$ cat src/rtl/stove_pkg.sv
// Shared types and 50 MHz timing defaults for the stove
// front-panel input path.
package stove_pkg;

  typedef enum logic [1:0] {
    IDLE,
    HOLD_DELAY,
    HOLD_REPEAT
  } btn_state_t;

  localparam int DEBOUNCE_20MS       = 1_000_000;
  localparam int REPEAT_DELAY_500MS  = 25_000_000;
  localparam int REPEAT_PERIOD_200MS = 10_000_000;
  localparam int LONG_3S             = 150_000_000;

  function automatic int max_int(input int a, input int b);
    return (a > b) ? a : b;
  endfunction

endpackage

$ cat src/rtl/sync_debounce_core.sv
// Two-flop synchroniser and stable-count debouncer for one raw
// button; strobes fire on the edge that flips the held level.
module sync_debounce_core
  import stove_pkg::*;
#(
  parameter int DEBOUNCE_CYCLES = DEBOUNCE_20MS
) (
  input  logic clk,
  input  logic async_reset,
  input  logic i_sig,
  output logic o_held,
  output logic o_rise,
  output logic o_fall
);

  localparam int DW = $clog2(DEBOUNCE_CYCLES + 1);
  localparam logic [DW-1:0] LAST = DW'(DEBOUNCE_CYCLES - 1);

  logic          r_s1;
  logic          r_s2;
  logic          r_held;
  logic [DW-1:0] r_cnt;
  logic          w_flip;

  assign w_flip = (r_s2 != r_held) && (r_cnt == LAST);

  always_ff @(posedge clk or negedge async_reset) begin
    if (!async_reset) begin
      r_s1   <= 1'b0;
      r_s2   <= 1'b0;
      r_held <= 1'b0;
      r_cnt  <= '0;
    end else begin
      r_s1 <= i_sig;
      r_s2 <= r_s1;
      if (r_s2 == r_held) begin
        r_cnt <= '0;
      end else if (r_cnt == LAST) begin
        r_held <= r_s2;
        r_cnt  <= '0;
      end else begin
        r_cnt <= r_cnt + DW'(1);
      end
    end
  end

  assign o_held = r_held;
  assign o_rise = w_flip & r_s2;
  assign o_fall = w_flip & ~r_s2;

endmodule

$ cat src/rtl/button_conditioner.sv
// Per-button conditioner: debounced level plus press, release,
// auto-repeat and long-press pulses for the stove core.
module button_conditioner
  import stove_pkg::*;
#(
  parameter int DEBOUNCE_CYCLES = DEBOUNCE_20MS,
  parameter int REPEAT_DELAY    = REPEAT_DELAY_500MS,
  parameter int REPEAT_PERIOD   = REPEAT_PERIOD_200MS,
  parameter int LONG_CYCLES     = LONG_3S
) (
  input  logic clk,
  input  logic async_reset,
  input  logic signal_input,
  input  logic repeat_enable,
  output logic held,
  output logic press_pulse,
  output logic release_pulse,
  output logic repeat_pulse,
  output logic long_press
);

  localparam int RMAX = max_int(REPEAT_DELAY, REPEAT_PERIOD);
  localparam int RW   = $clog2(RMAX + 1);
  localparam int LW   = $clog2(LONG_CYCLES + 1);

  btn_state_t    r_state;
  btn_state_t    w_state_nxt;
  logic [RW-1:0] r_rep_cnt;
  logic [RW-1:0] w_rep_nxt;
  logic [LW-1:0] r_hold_cnt;
  logic [LW-1:0] w_hold_nxt;
  logic          r_press;
  logic          r_release;
  logic          r_repeat;
  logic          r_long;
  logic          w_repeat_nxt;
  logic          w_long_nxt;
  logic          w_held;
  logic          w_rise;
  logic          w_fall;
  logic          w_delay_due;
  logic          w_period_due;
  logic          w_hold_sat;

  sync_debounce_core #(
    .DEBOUNCE_CYCLES(DEBOUNCE_CYCLES)
  ) u_core (
    .clk        (clk),
    .async_reset(async_reset),
    .i_sig      (signal_input),
    .o_held     (w_held),
    .o_rise     (w_rise),
    .o_fall     (w_fall)
  );

  // "due" means the count reaches its target on this edge
  assign w_delay_due  = (int'(r_rep_cnt) + 1) >= REPEAT_DELAY;
  assign w_period_due = (int'(r_rep_cnt) + 1) >= REPEAT_PERIOD;
  assign w_hold_sat   = int'(r_hold_cnt) == LONG_CYCLES;

  always_ff @(posedge clk or negedge async_reset) begin
    if (!async_reset) begin
      r_state    <= IDLE;
      r_rep_cnt  <= '0;
      r_hold_cnt <= '0;
      r_press    <= 1'b0;
      r_release  <= 1'b0;
      r_repeat   <= 1'b0;
      r_long     <= 1'b0;
    end else begin
      r_state    <= w_state_nxt;
      r_rep_cnt  <= w_rep_nxt;
      r_hold_cnt <= w_hold_nxt;
      r_press    <= w_rise;
      r_release  <= w_fall;
      r_repeat   <= w_repeat_nxt;
      r_long     <= w_long_nxt;
    end
  end

  always_comb begin
    w_state_nxt  = r_state;
    w_rep_nxt    = r_rep_cnt;
    w_hold_nxt   = r_hold_cnt;
    w_repeat_nxt = 1'b0;
    w_long_nxt   = 1'b0;

    if (w_fall) begin
      w_state_nxt = IDLE;
      w_rep_nxt   = '0;
      w_hold_nxt  = '0;
    end else begin
      if (r_state != IDLE && !w_hold_sat) begin
        w_hold_nxt = r_hold_cnt + LW'(1);
        w_long_nxt = (int'(r_hold_cnt) + 1) == LONG_CYCLES;
      end

      unique case (r_state)
        IDLE: begin
          if (w_rise) begin
            w_state_nxt = HOLD_DELAY;
            w_rep_nxt   = '0;
            w_hold_nxt  = '0;
          end
        end
        HOLD_DELAY: begin
          if (!w_delay_due) begin
            w_rep_nxt = r_rep_cnt + RW'(1);
          end else if (repeat_enable) begin
            w_repeat_nxt = 1'b1;
            w_rep_nxt    = '0;
            w_state_nxt  = HOLD_REPEAT;
          end else begin
            w_rep_nxt = RW'(REPEAT_DELAY);
          end
        end
        HOLD_REPEAT: begin
          if (!w_period_due) begin
            w_rep_nxt = r_rep_cnt + RW'(1);
          end else if (repeat_enable) begin
            w_repeat_nxt = 1'b1;
            w_rep_nxt    = '0;
          end else begin
            w_rep_nxt = RW'(REPEAT_PERIOD);
          end
        end
        default: begin
          w_state_nxt = IDLE;
          w_rep_nxt   = '0;
          w_hold_nxt  = '0;
        end
      endcase
    end
  end

  assign held          = w_held;
  assign press_pulse   = r_press;
  assign release_pulse = r_release;
  assign repeat_pulse  = r_repeat;
  assign long_press    = r_long;

endmodule

$ cat config.mk
export PLATFORM = sky130hd
export DESIGN_NAME = button_conditioner
export DESIGN_NICKNAME = d
export VERILOG_FILES = /design/src/rtl/stove_pkg.sv /design/src/rtl/sync_debounce_core.sv /design/src/rtl/button_conditioner.sv
export SDC_FILE = /design/constraint.sdc
export NUM_CORES = 1
export LEC_CHECK = 0
export ABC_AREA = 1
export CAP_MARGIN = 20
export CORE_ASPECT_RATIO = 1.75
export CORE_MARGIN = 1
export CORE_UTILIZATION = 50
export DETAILED_ROUTE_END_ITERATION = 16
export MAX_ROUTING_LAYER = met4
export PLACE_DENSITY = 0.69
export SYNTH_ARGS = -nofsm -noshare
export SYNTH_HDL_FRONTEND = slang
export SYNTH_SLANG_ARGS = --single-unit
$ cat constraint.sdc
create_clock -name clk -period 2.3 [get_ports clk]
set_input_delay 0.23 -clock clk [delete_from_list [all_inputs] [get_ports clk]]
set_output_delay 0.23 -clock clk [all_outputs]
set_load 0.005 [all_outputs]
==> results.cfg <==
[synth]
ys_seq_elements = 82
synth.distinct_cells = 45
yosysWarnings = 0
syn_area_sq_um = 5850
syn_area_per_cell_sq_um = 6.99
ys_seq_area_frac = 0.351
synth_nets = 850
ys.flop_type = dfrtp_1
synth-edff-count = 0
synthArstFlopShare = 1.00
netlist_instances = 836

[clock_network]
clkTransAtPathRegs_ns = 0.07
root_buffer = clkbuf_16
cts_tree = done
clock_path_buffers = 2
htree_num_levels = 3
clk_latency_ns = 0.35
cts.sinks = 82
cts_made_buffers = 9

[detailed_routing]
wirelength_um = 19300
wl_per_cell_um = 17.3
drc = 0
ant_nets = 0
drt_iter0_markers = 311
drt-pass1-iter-count = 5
via_per_inst = 5.62
num_vias = 6288

[timing]
setup_viol = 28
slew_violations = 0
whs_ns = 0.324
fin_crit_sh = 1.14
finalCriticalPeriod_ns = 2.62
maxSlewHeadroom = 0.647
rsz0062_at_grt = yes
clock_skew_ns = 0.0113
max_freq_mhz = 382
worst_slew_pin_slew_ns = 0.529
hold_violations = 0
finalSetupTns_ns = -6.86
layout_setup_ws_ns = -0.320

[setup_path]
cp_slowest_stage_delay_ns = 0.44
worstSetupPathType = reg2reg
cp-start-kind = flop
cp_num_buf_inv = 5
r2r-start = r_rep_cnt[13]
r2r_slack_ns = -0.32
end_kind = flop
rr_endpoint = r_rep_cnt[15]
worstPathCellList = nand2_1, nor2_1, inv_1, nor2_2, nand2_1, nand2_1, nand2_2, buf_6, inv_4, nand2_1, nor2_1, nand2_1, nand2_2, nand2_4, buf_4, buf_6, nand4_1, nand3_1, nand3_2, nand2_1
cpLargestDelayFamily = simple AND/OR/NAND/NOR gates
crit_path_max_fanout = 5
slowest_stage = dfrtp_2
required_ns = 2.54
arrival_ns = 2.86
ff2ff_path_depth = 20
crit_path_frequent_cell = nand2_1

[placed_design]
routabilityCongestion = 0.975
port_buffers = 8
dp.cells = 1077
place_hpwl_um = 13800
dp_worst_setup_slack_ns = -0.389

[power_and_ir_drop]
p_int_mw = 2.35
leakage_nw = 3.89
peakVddDrop_mv = 0.370
swShare = 0.233
power_frac_comb = 0.021
powerDensity_nw_per_um2 = 383
clkPwrFrac = 0.504
power_frac_seq = 0.475
net-switching-power_mw = 0.712

[die]
fp.dieH_um = 145
placement_rows = 51
ios = 9
die_x_um = 83.7
initial_core_util = 0.521
core_sq_um = 11200
die_area_sq_um = 12100

[min_path]
min_path_cells = 1
whs_endpoint = u_core.r_s1
hold_class = in2reg
min_from = signal_input

[final_layout]
mostFrequentLayoutCells = nand2_1, buf_4, inv_1
nNetsFinal = 996
layout-drive-gt1-share = 0.317
antennaDiodeCount = 0
final_common_cell = nand2_1
fillers = 898
finish.utilization = 0.712
stdcell_count = 1119
syn2layout_area_growth_pct = 36.7

[outcome]
violations = setup timing
status = finished with violations

[global_route]
antenna_found_initial = 0
track_usage = 0.329
grt_max_degree = 50
grt_pass1_wl_um = 30400
grt_pass1_vias = 6585
globalRouteOverflowTotal = 0

[flow_run]
maxCapViolations = 0
[cells in the mapped netlist (6+ instances only)]
| library cell | count | area [sq um] |
|---|---|---|
| nand3_1 | 74 | 370 |
| nand2_1 | 222 | 833 |
| nor2_1 | 118 | 443 |
| xnor2_1 | 9 | 78.8 |
| a21oi_1 | 15 | 75.1 |
| nor2_2 | 8 | 50.1 |
| ha_1 | 10 | 125 |
| inv_1 | 101 | 379 |
| o21ai_2 | 7 | 61.3 |
| nand4_1 | 32 | 200 |
| dfrtp_1 | 82 | 2050 |
| o21ai_0 | 10 | 50.1 |
| clkbuf_1 | 8 | 30.0 |
| nor3_1 | 19 | 95.1 |
| nand2_2 | 6 | 37.5 |
| xor2_1 | 29 | 254 |
| a211oi_1 | 26 | 195 |
[logic make-up (layout without fill, tap and decap cells)]
| family | Yosys count | in the layout | share of synthesized area |
|---|---|---|---|
| adders and majority gates | 10 | 10 | 0.0214 |
| AOI/OAI and AO/OA | 70 | 70 | 0.0805 |
| xor gates and xnor gates | 38 | 38 | 0.0569 |
| buffers and inverters | 127 | 278 | 0.0886 |
| DFF | 82 | 82 | 0.351 |
| and+or+nand+nor | 509 | 509 | 0.402 |
[per-stage QoR]
stage | cell area (sq um) | power (mW)
CTS | 7520 | 3.07
global route | 8000 | 3.14
global placement | 6950 | 1.54
floorplan | 5850 | 1.49
finish | 8000 | 3.06
detailed placement | 6950 | 1.54
[area by class of cell]
class | instances | area, sq um | share of cell area
Clock buffer | 10 | 239 | 0.0299
Timing Repair Buffer | 154 | 1280 | 0.160
Sequential cell | 82 | 2060 | 0.257
Inverter | 108 | 415 | 0.0520
Tap cell | 132 | 165 | 0.0207
Clock inverter | 6 | 71.3 | 0.00892
Multi-Input combinational cell | 627 | 3770 | 0.471
[sequential cells by signal, summed over array words and instances (netlist names)]
name	flops
r_hold_cnt	28
r_rep_cnt	25
u_core.r_cnt	20
r_state	2
long_press	1
press_pulse	1
release_pulse	1
repeat_pulse	1
u_core.o_held	1
u_core.r_s1	1
u_core.r_s2	1
[timing repair]
item / 4_1_cts / 5_1_grt
endpoints found under the setup margin: 30 / 60
resized for setup: 50 / 100
hold buffers: 1 / 0
pin swaps: 25 / 50
setup buffers: 10 / 16
endpoints found under the hold margin: 33 / 0
[worst max-delay path by stage]
stage,endpoint,slack [ns],cells after the start,start
2_1_floorplan,r_rep_cnt[13],0.08,17,r_rep_cnt[0]
3_3_place_gp,r_rep_cnt[12],-0.36,18,r_rep_cnt[0]
3_5_place_dp,r_rep_cnt[12],-0.39,18,r_rep_cnt[1]
4_1_cts,r_rep_cnt[21],-0.20,18,r_rep_cnt[1]
5_1_grt,r_rep_cnt[14],-0.47,16,r_rep_cnt[0]
6_report,r_rep_cnt[15],-0.32,20,r_rep_cnt[13]
[metal layers]
layer / track usage / vias up / part of all wire
met3: 0.0489 / 101 / 0.040
met1: 0.305 / 2988 / 0.34
li1: - / 2981 / -
met2: 0.597 / 218 / 0.54
met4: 0.247 / 0 / 0.079
met5: - / - / 0
[power by group through the flow]
stage	Sequential [mW]	Combinational (mW)	Clock, mW
2_1_floorplan	1.48	0.0163	0
3_3_place_gp	1.48	0.0615	0
3_5_place_dp	1.48	0.0628	0
4_1_cts	1.45	0.0647	1.55
5_1_grt	1.45	0.0759	1.61
6_report	1.45	0.0653	1.54
No activity file was read; power rests on OpenSTA's default activity.
